`src/rtl/display_reader_if.sv`:
```
// Read-side handshake of the clock-crossing word buffer.
// The buffer (master) presents a word with a valid flag; the reader
// (slave) pops it with a one-cycle ack strobe.
interface display_reader_if;
  logic        data_2_valid;
  logic [15:0] data_2;
  logic        data_2_ack;

  modport master (
    output data_2_valid,
    output data_2,
    input  data_2_ack
  );

  modport slave (
    input  data_2_valid,
    input  data_2,
    output data_2_ack
  );
endinterface

```
`src/rtl/display_reader.sv`:
```
// display_reader: pops 16-bit words from the buffer read port, converts each
// to five BCD digits with a sequential double-dabble (16 cycles), then holds
// the result on an 8-digit multiplexed seven-segment display for HOLD_CYCLES
// before popping the next word.
// Digit map: an[7] source ('F'/'t'), an[6] live program number, an[5] blank,
// an[4:0] ten-thousands .. units.
// Optional feature: define DISP_ZERO_BLANK_EN to blank leading zeros in
// an[4:1]; the units digit always shows.
module display_reader #(
  parameter logic [15:0] REFRESH_DIV = 16'd50000,
  parameter logic [31:0] HOLD_CYCLES = 32'd25000000
) (
  input  logic                    clk,
  input  logic                    rst,
  display_reader_if.slave         rd,
  input  logic                    modules,
  input  logic [2:0]              prog,
  output logic                    busy,
  output logic                    parity,
  output logic [7:0]              an,
  output logic [7:0]              dec_ddp
);

  typedef enum logic [1:0] {IDLE, CONVERT, HOLD} state_t;

  // Display symbols beyond the decimal digits 0..9.
  localparam logic [3:0] SYM_F     = 4'hA;
  localparam logic [3:0] SYM_T     = 4'hB;
  localparam logic [3:0] SYM_BLANK = 4'hF;

  state_t      state, state_next;
  logic        accept;
  logic [15:0] bin_q;
  logic [19:0] bcd_q;
  logic [3:0]  iter_q;
  logic [31:0] hold_q;
  logic        mod_q;
  logic [19:0] digits_q;
  logic        mod_disp_q;
  logic        loaded_q;
  logic [19:0] bcd_adj;
  logic [19:0] bcd_shift;
  logic [15:0] bin_shift;
  logic [2:0]  idx_q;
  logic [15:0] refresh_q;
  logic [4:0]  blank;
  logic [3:0]  sym;

  function automatic logic [7:0] seg_code(input logic [3:0] s);
    case (s)
      4'd0:    seg_code = 8'h03;
      4'd1:    seg_code = 8'h9F;
      4'd2:    seg_code = 8'h25;
      4'd3:    seg_code = 8'h0D;
      4'd4:    seg_code = 8'h99;
      4'd5:    seg_code = 8'h49;
      4'd6:    seg_code = 8'h41;
      4'd7:    seg_code = 8'h1F;
      4'd8:    seg_code = 8'h01;
      4'd9:    seg_code = 8'h09;
      SYM_F:   seg_code = 8'h71;
      SYM_T:   seg_code = 8'hE1;
      default: seg_code = 8'hFF;
    endcase
  endfunction

  // State register.
  always_ff @(posedge clk) begin
    // NOTE: sequential state uses non-blocking (<=) so every flop samples
    // pre-edge values; blocking here would create order-dependent races.
    if (!rst) state <= IDLE;
    else      state <= state_next;
  end

  // Next-state logic and the pop strobe.
  always_comb begin
    // NOTE: every output of this block gets a default first, so no path
    // leaves a variable unassigned and no latch is inferred.
    state_next = state;
    accept     = 1'b0;
    case (state)
      IDLE:    if (rd.data_2_valid && rst) begin
                 accept     = 1'b1;
                 state_next = CONVERT;
               end
      CONVERT: if (iter_q == 4'd15) state_next = HOLD;
      HOLD:    if (hold_q == HOLD_CYCLES - 32'd1) state_next = IDLE;
      default: state_next = IDLE;
    endcase
  end

  assign rd.data_2_ack = accept;
  assign busy          = (state != IDLE);

  // One double-dabble step: add 3 to each nibble >= 5, then shift left.
  always_comb begin
    bcd_adj = bcd_q;
    for (int i = 0; i < 5; i++) begin
      if (bcd_q[4*i +: 4] >= 4'd5) bcd_adj[4*i +: 4] = bcd_q[4*i +: 4] + 4'd3;
    end
    bcd_shift = {bcd_adj[18:0], bin_q[15]};
    bin_shift = {bin_q[14:0], 1'b0};
  end

  // Word capture, conversion, hold timing and displayed digit registers.
  always_ff @(posedge clk) begin
    if (!rst) begin
      bin_q      <= '0;
      bcd_q      <= '0;
      iter_q     <= '0;
      hold_q     <= '0;
      parity     <= 1'b0;
      mod_q      <= 1'b0;
      digits_q   <= '0;
      mod_disp_q <= 1'b0;
      loaded_q   <= 1'b0;
    end else begin
      case (state)
        IDLE: if (accept) begin
          bin_q  <= rd.data_2;
          bcd_q  <= '0;
          iter_q <= '0;
          parity <= ^rd.data_2;
          mod_q  <= modules;
        end
        CONVERT: begin
          bin_q  <= bin_shift;
          bcd_q  <= bcd_shift;
          iter_q <= iter_q + 4'd1;
          if (iter_q == 4'd15) begin
            digits_q   <= bcd_shift;
            mod_disp_q <= mod_q;
            loaded_q   <= 1'b1;
            hold_q     <= '0;
          end
        end
        HOLD: hold_q <= (hold_q == HOLD_CYCLES - 32'd1) ? 32'd0 : hold_q + 32'd1;
        default: ;
      endcase
    end
  end

  // Blank mask for the five numeric digits.
  always_comb begin
    blank = {5{!loaded_q}};
`ifdef DISP_ZERO_BLANK_EN
    begin : zero_blank
      logic lead;
      lead = 1'b1;
      for (int i = 4; i >= 1; i--) begin
        lead = lead && (digits_q[4*i +: 4] == 4'd0);
        if (lead) blank[i] = 1'b1;
      end
    end
`endif
  end

  // Symbol for the digit position currently being scanned.
  always_comb begin
    sym = SYM_BLANK;
    case (idx_q)
      3'd7:    sym = !loaded_q ? SYM_BLANK : (mod_disp_q ? SYM_T : SYM_F);
      3'd6:    sym = {1'b0, prog};
      3'd5:    sym = SYM_BLANK;
      default: sym = blank[idx_q] ? SYM_BLANK : digits_q[4*idx_q +: 4];
    endcase
  end

  // Scan: anode and segments are registered together, index walks 7 -> 0.
  always_ff @(posedge clk) begin
    if (!rst) begin
      idx_q     <= 3'd7;
      refresh_q <= '0;
      an        <= 8'hFF;
      dec_ddp   <= 8'hFF;
    end else begin
      an      <= ~(8'b1 << idx_q);
      dec_ddp <= seg_code(sym);
      if (refresh_q == REFRESH_DIV - 16'd1) begin
        refresh_q <= '0;
        idx_q     <= idx_q - 3'd1;
      end else begin
        refresh_q <= refresh_q + 16'd1;
      end
    end
  end

endmodule

```
`src/flat_wrapper.sv`:
```
// flat-port wrapper written by rule: the top's interface ports become plain ports
module display_reader_flat 
#(
  parameter logic [15:0] REFRESH_DIV = 16'd50000,
  parameter logic [31:0] HOLD_CYCLES = 32'd25000000
)
  (clk, rst, modules, prog, busy, parity, an, dec_ddp, rd_data_2_valid, rd_data_2, rd_data_2_ack);
  display_reader_if rd_i ();
  input  logic clk;
  input  logic rst;
  input  logic modules;
  input  logic [2:0] prog;
  output logic busy;
  output logic parity;
  output logic [7:0] an;
  output logic [7:0] dec_ddp;
  input wire logic [$bits(rd_i.data_2_valid)-1:0] rd_data_2_valid;
  input wire logic [$bits(rd_i.data_2)-1:0] rd_data_2;
  output wire logic [$bits(rd_i.data_2_ack)-1:0] rd_data_2_ack;
  assign rd_i.data_2_valid = rd_data_2_valid;
  assign rd_i.data_2 = rd_data_2;
  assign rd_data_2_ack = rd_i.data_2_ack;
  display_reader #(.REFRESH_DIV(REFRESH_DIV), .HOLD_CYCLES(HOLD_CYCLES)) u_core (.clk(clk), .rst(rst), .rd(rd_i), .modules(modules), .prog(prog), .busy(busy), .parity(parity), .an(an), .dec_ddp(dec_ddp));
endmodule
```
`config.mk`:
```
export PLATFORM = sky130hd
export DESIGN_NAME = display_reader_flat
export DESIGN_NICKNAME = d
export VERILOG_FILES = /design/src/rtl/display_reader_if.sv /design/src/rtl/display_reader.sv /design/src/flat_wrapper.sv
export SDC_FILE = /design/constraint.sdc
export NUM_CORES = 1
export LEC_CHECK = 0
export CORE_MARGIN = 2
export CORE_UTILIZATION = 39
export DETAILED_ROUTE_END_ITERATION = 8
export GPL_ROUTABILITY_DRIVEN = 0
export PLACE_DENSITY = 0.7
export SETUP_SLACK_MARGIN = 0.05
export SLEW_MARGIN = 0
export SYNTH_ARGS = -nofsm -noshare
export SYNTH_HDL_FRONTEND = slang
export SYNTH_SLANG_ARGS = --single-unit
```
`constraint.sdc`:
```
create_clock -name clk -period 2.8 [get_ports clk]
set_clock_uncertainty 0.05 [all_clocks]
set_input_delay 0.56 -clock clk [delete_from_list [all_inputs] [get_ports clk]]
set_output_delay 0.56 -clock clk [all_outputs]
set_load 0.02 [all_outputs]
```
==> results of run 1 <==
worst max-delay path, delay by kind of cell (launching register included):
family / cells / cell delay, ns
multiplexers: 1 / 0.15
flip-flops: 1 / 0.31
adder cells (fa/ha/maj): 2 / 0.44
buffers and inverters: 2 / 0.31
AO/OA/AOI/OAI: 3 / 0.54
AND/OR/NAND/NOR: 3 / 0.67
per-stage QoR:
step,hold slack [ns],util,std cells,instance area (µm²)
floorplan,0.363,-,743,6370
detailed placement,0.381,0.446,989,7080
CTS,0.390,0.484,1021,7700
global route,0.414,0.485,1021,7700
finish,0.393,0.485,1021,7700
global placement,0.374,0.446,989,7080
what timing repair did:
item / CTS / global route
resized for setup: 0 / 3
buffers inserted: 0 / 0
endpoints found under the setup margin: 0 / 1
state kept, by name, summed over array words and instances, names as in the netlist:
signal	flops
u_core.an	8
u_core.bcd_q	20
u_core.bin_q	16
u_core.dec_ddp	7
u_core.digits_q	20
u_core.hold_q	32
u_core.idx_q	3
u_core.iter_q	4
u_core.loaded_q	1
u_core.mod_disp_q	1
u_core.mod_q	1
u_core.parity	1
u_core.refresh_q	16
u_core.state	2
power groups by stage:
| stage | clock network, W | registers (W) | logic (W) |
|---|---|---|---|
| floorplan | 0 | 0.00199 | 0.000196 |
| global route | 0.00242 | 0.00195 | 0.000342 |
| detailed placement | 0 | 0.00199 | 0.000309 |
| finish | 0.00229 | 0.00195 | 0.000307 |
| global placement | 0 | 0.00199 | 0.000306 |
| CTS | 0.00233 | 0.00195 | 0.000310 |
cells in the final DEF, fill, tap and decap left out, types with 21 or more instances in the layout:
cell type and n:
nand3_1 31, xor2_1 23, xnor2_1 33, ha_1 24, a21oi_1 43, nor2_2 21, nor2_1 69, buf_4 24
dfxtp_1 131, o21ai_0 28, clkdlybuf4s50_1 40, nand2_1 103
cells by family after synthesis:
logic type | count (synthesis)
fa+ha+maj | 24
mux | 11
xor+xnor | 56
other cells | 1
simple gates | 317
buf+inv | 58
flops | 132
compound gates | 144
metal layers:
layer / vias to the layer above / global-route usage / wire length [µm] / share of wire
li1: 2716 / - / - / -
met1: 2491 / 0.210 / 6650 / 0.50
met2: 95 / 0.250 / 6020 / 0.45
met3: 19 / 0.0448 / 529 / 0.040
met4: 0 / 0.0537 / 186 / 0.014
met5: - / 0 / 0 / 0
final timing paths:
path	to	cells after the start
setup / recovery	u_core.dec_ddp[3]$_SDFF_PN1_	11
hold / removal	u_core.refresh_q[0]$_SDFF_PP0_	1
setup reg to reg	u_core.dec_ddp[3]$_SDFF_PN1_	11
hold reg to reg	u_core.refresh_q[0]$_SDFF_PP0_	1
final cells by class:
cell class              count  area [µm²]  area share
multi-input cells         553        3490       0.453
flip-flops and latches    132        2640       0.343
repair buffers             65         601      0.0780
clock buffers              18         439      0.0570
well taps                 216         270      0.0351
clock inverters            14         176      0.0229
inverters                  23        86.3      0.0112
==> results.json, run 1 <==
{
  "status": "finished clean",
  "core_mm2": 0.0159,
  "pwr-share-comb": 0.068,
  "synthMuxAreaShare": 0.0254,
  "tns_ns": 0,
  "clockBufferDepth": 2,
  "synth_top_family_by_area": "simple AND/OR/NAND/NOR gates",
  "ys_top_cells_by_count": "132 x dfxtp_1, 103 x nand2_1, 69 x nor2_1, 43 x a21oi_1, 33 x xnor2_1",
  "io_pins": 42,
  "worstSetupPathType": "reg2reg",
  "ant_nets": 0,
  "r2r_setup_slack_ns": 0.19,
  "ys_types": 67,
  "synth-edff-count": 0,
  "cts.sinks": 132,
  "ir_worst_vdd_v": 0.000413,
  "cts_buffers": 17,
  "fin_crit_ns": 2.61,
  "drtIter0Drc": 318,
  "finalPower_w": 0.00455,
  "cellPowerDensity_mw_per_mm2": 590,
  "synthSimpleGateAreaFrac": 0.245,
  "rows": 46,
  "cp_max_fo": 7,
  "cp_slowest_cell": "or3_1",
  "dp_slack_ns": 0.195,
  "synth_seq_cells": 132,
  "leakagePower_nw": 2.76,
  "ys_seq_area_frac": 0.416,
  "slowest_delay_ns": 0.37,
  "yosysMostFrequentCell": "dfxtp_1",
  "clkTransAtPathRegs_ns": 0.06,
  "async_flop_share": 0,
  "synth_xor_area_frac": 0.0772,
  "avgSynthCellArea_um2": 8.55,
  "syn2layout_area_growth_pct": 21.2,
  "rsz0062_at_grt": "true",
  "cts_tree": "built",
  "period_share": 0.932,
  "switching_share": 0.234,
  "finalSetupViolations": 0,
  "cp-start-kind": "register",
  "root_buffer": "clkbuf_16",
  "crit_start": "u_core.idx_q[0]$_SDFFE_PN1P_",
  "cts_hold_buffers": 0,
  "required_ns": 3.03,
  "drc": 0,
  "pwr-share-seq": 0.429,
  "die_w_um": 132,
  "synth_top_area_cell": "dfxtp_1",
  "hold_path_class": "reg2reg",
  "grt_usage": 0.159,
  "synthAdderAreaFrac": 0.0472,
  "setup_ws_ns": 0.191,
  "fmax_mhz": 383,
  "finalHoldViolCount": 0,
  "nets": 839,
  "vias": 5321,
  "netlist_instances": 743,
  "drt-total-wl_um": 13400,
  "overflow": 0,
  "p_int_w": 0.00348,
  "h-tree-depth": 4,
  "via_per_inst": 5.21,
  "worst_pin_slew_ns": 0.774,
  "crit_path_end_kind": "register",
  "start_util": 0.400,
  "synth-compound-area-share": 0.150,
  "first_pass_iters": 5,
  "portBuffers": 40,
  "hpwl_um": 9290,
  "drv_cap": 0,
  "wl_per_cell_um": 13.1,
  "synthFlopType": "dfxtp_1",
  "num-fill-cells": 1543,
  "ys_warn_count": 0,
  "regToRegStartpoint": "u_core.idx_q[0]$_SDFFE_PN1P_",
  "slew_headroom": 0.483,
  "path_cells": "buf_4 > ha_1 > buf_4 > nand2b_1 > a221o_1 > a22oi_1 > nand2_1 > ha_1 > or3_1 > mux2i_1 > a41oi_1",
  "syn-num-nets": 790,
  "synth_top_area_share": 0.416,
  "dieArea_mm2": 0.0173,
  "p_clk_frac": 0.504,
  "netlist_area_mm2": 0.00636,
  "grt_pass1_vias": 4956,
  "antenna_found_initial": 0,
  "switchingPower_w": 0.00106,
  "worstHoldStart": "u_core.refresh_q[0]$_SDFF_PP0_",
  "cp_data_arrival_time_ns": 2.84,
  "synthTopCellsByArea": "dfxtp_1 42%, nand2_1 6.1%, ha_1 4.7%",
  "die_y_um": 132,
  "clkLatencyLatePin_ns": 0.42,
  "grt_pass1_wl_um": 22900,
  "slew_violations": 0,
  "grt_start_max_net_pins": 30,
  "antennaDiodeCount": 0,
  "drive_above_1_share": 0.127
}
Power figures use the tool's default switching activity.
==> run 2: changes to the inputs <==
--- a/config.mk
+++ b/config.mk
@@ -11,6 +11,7 @@
 export GPL_ROUTABILITY_DRIVEN = 0
 export PLACE_DENSITY = 0.7
 export SETUP_SLACK_MARGIN = 0.05
+export SKIP_LAST_GASP = 1
 export SLEW_MARGIN = 0
 export SYNTH_ARGS = -nofsm -noshare
 export SYNTH_HDL_FRONTEND = slang
==> results of run 2 <==
Same layout as run 1: the final DEF is identical, and so are final timing and power.
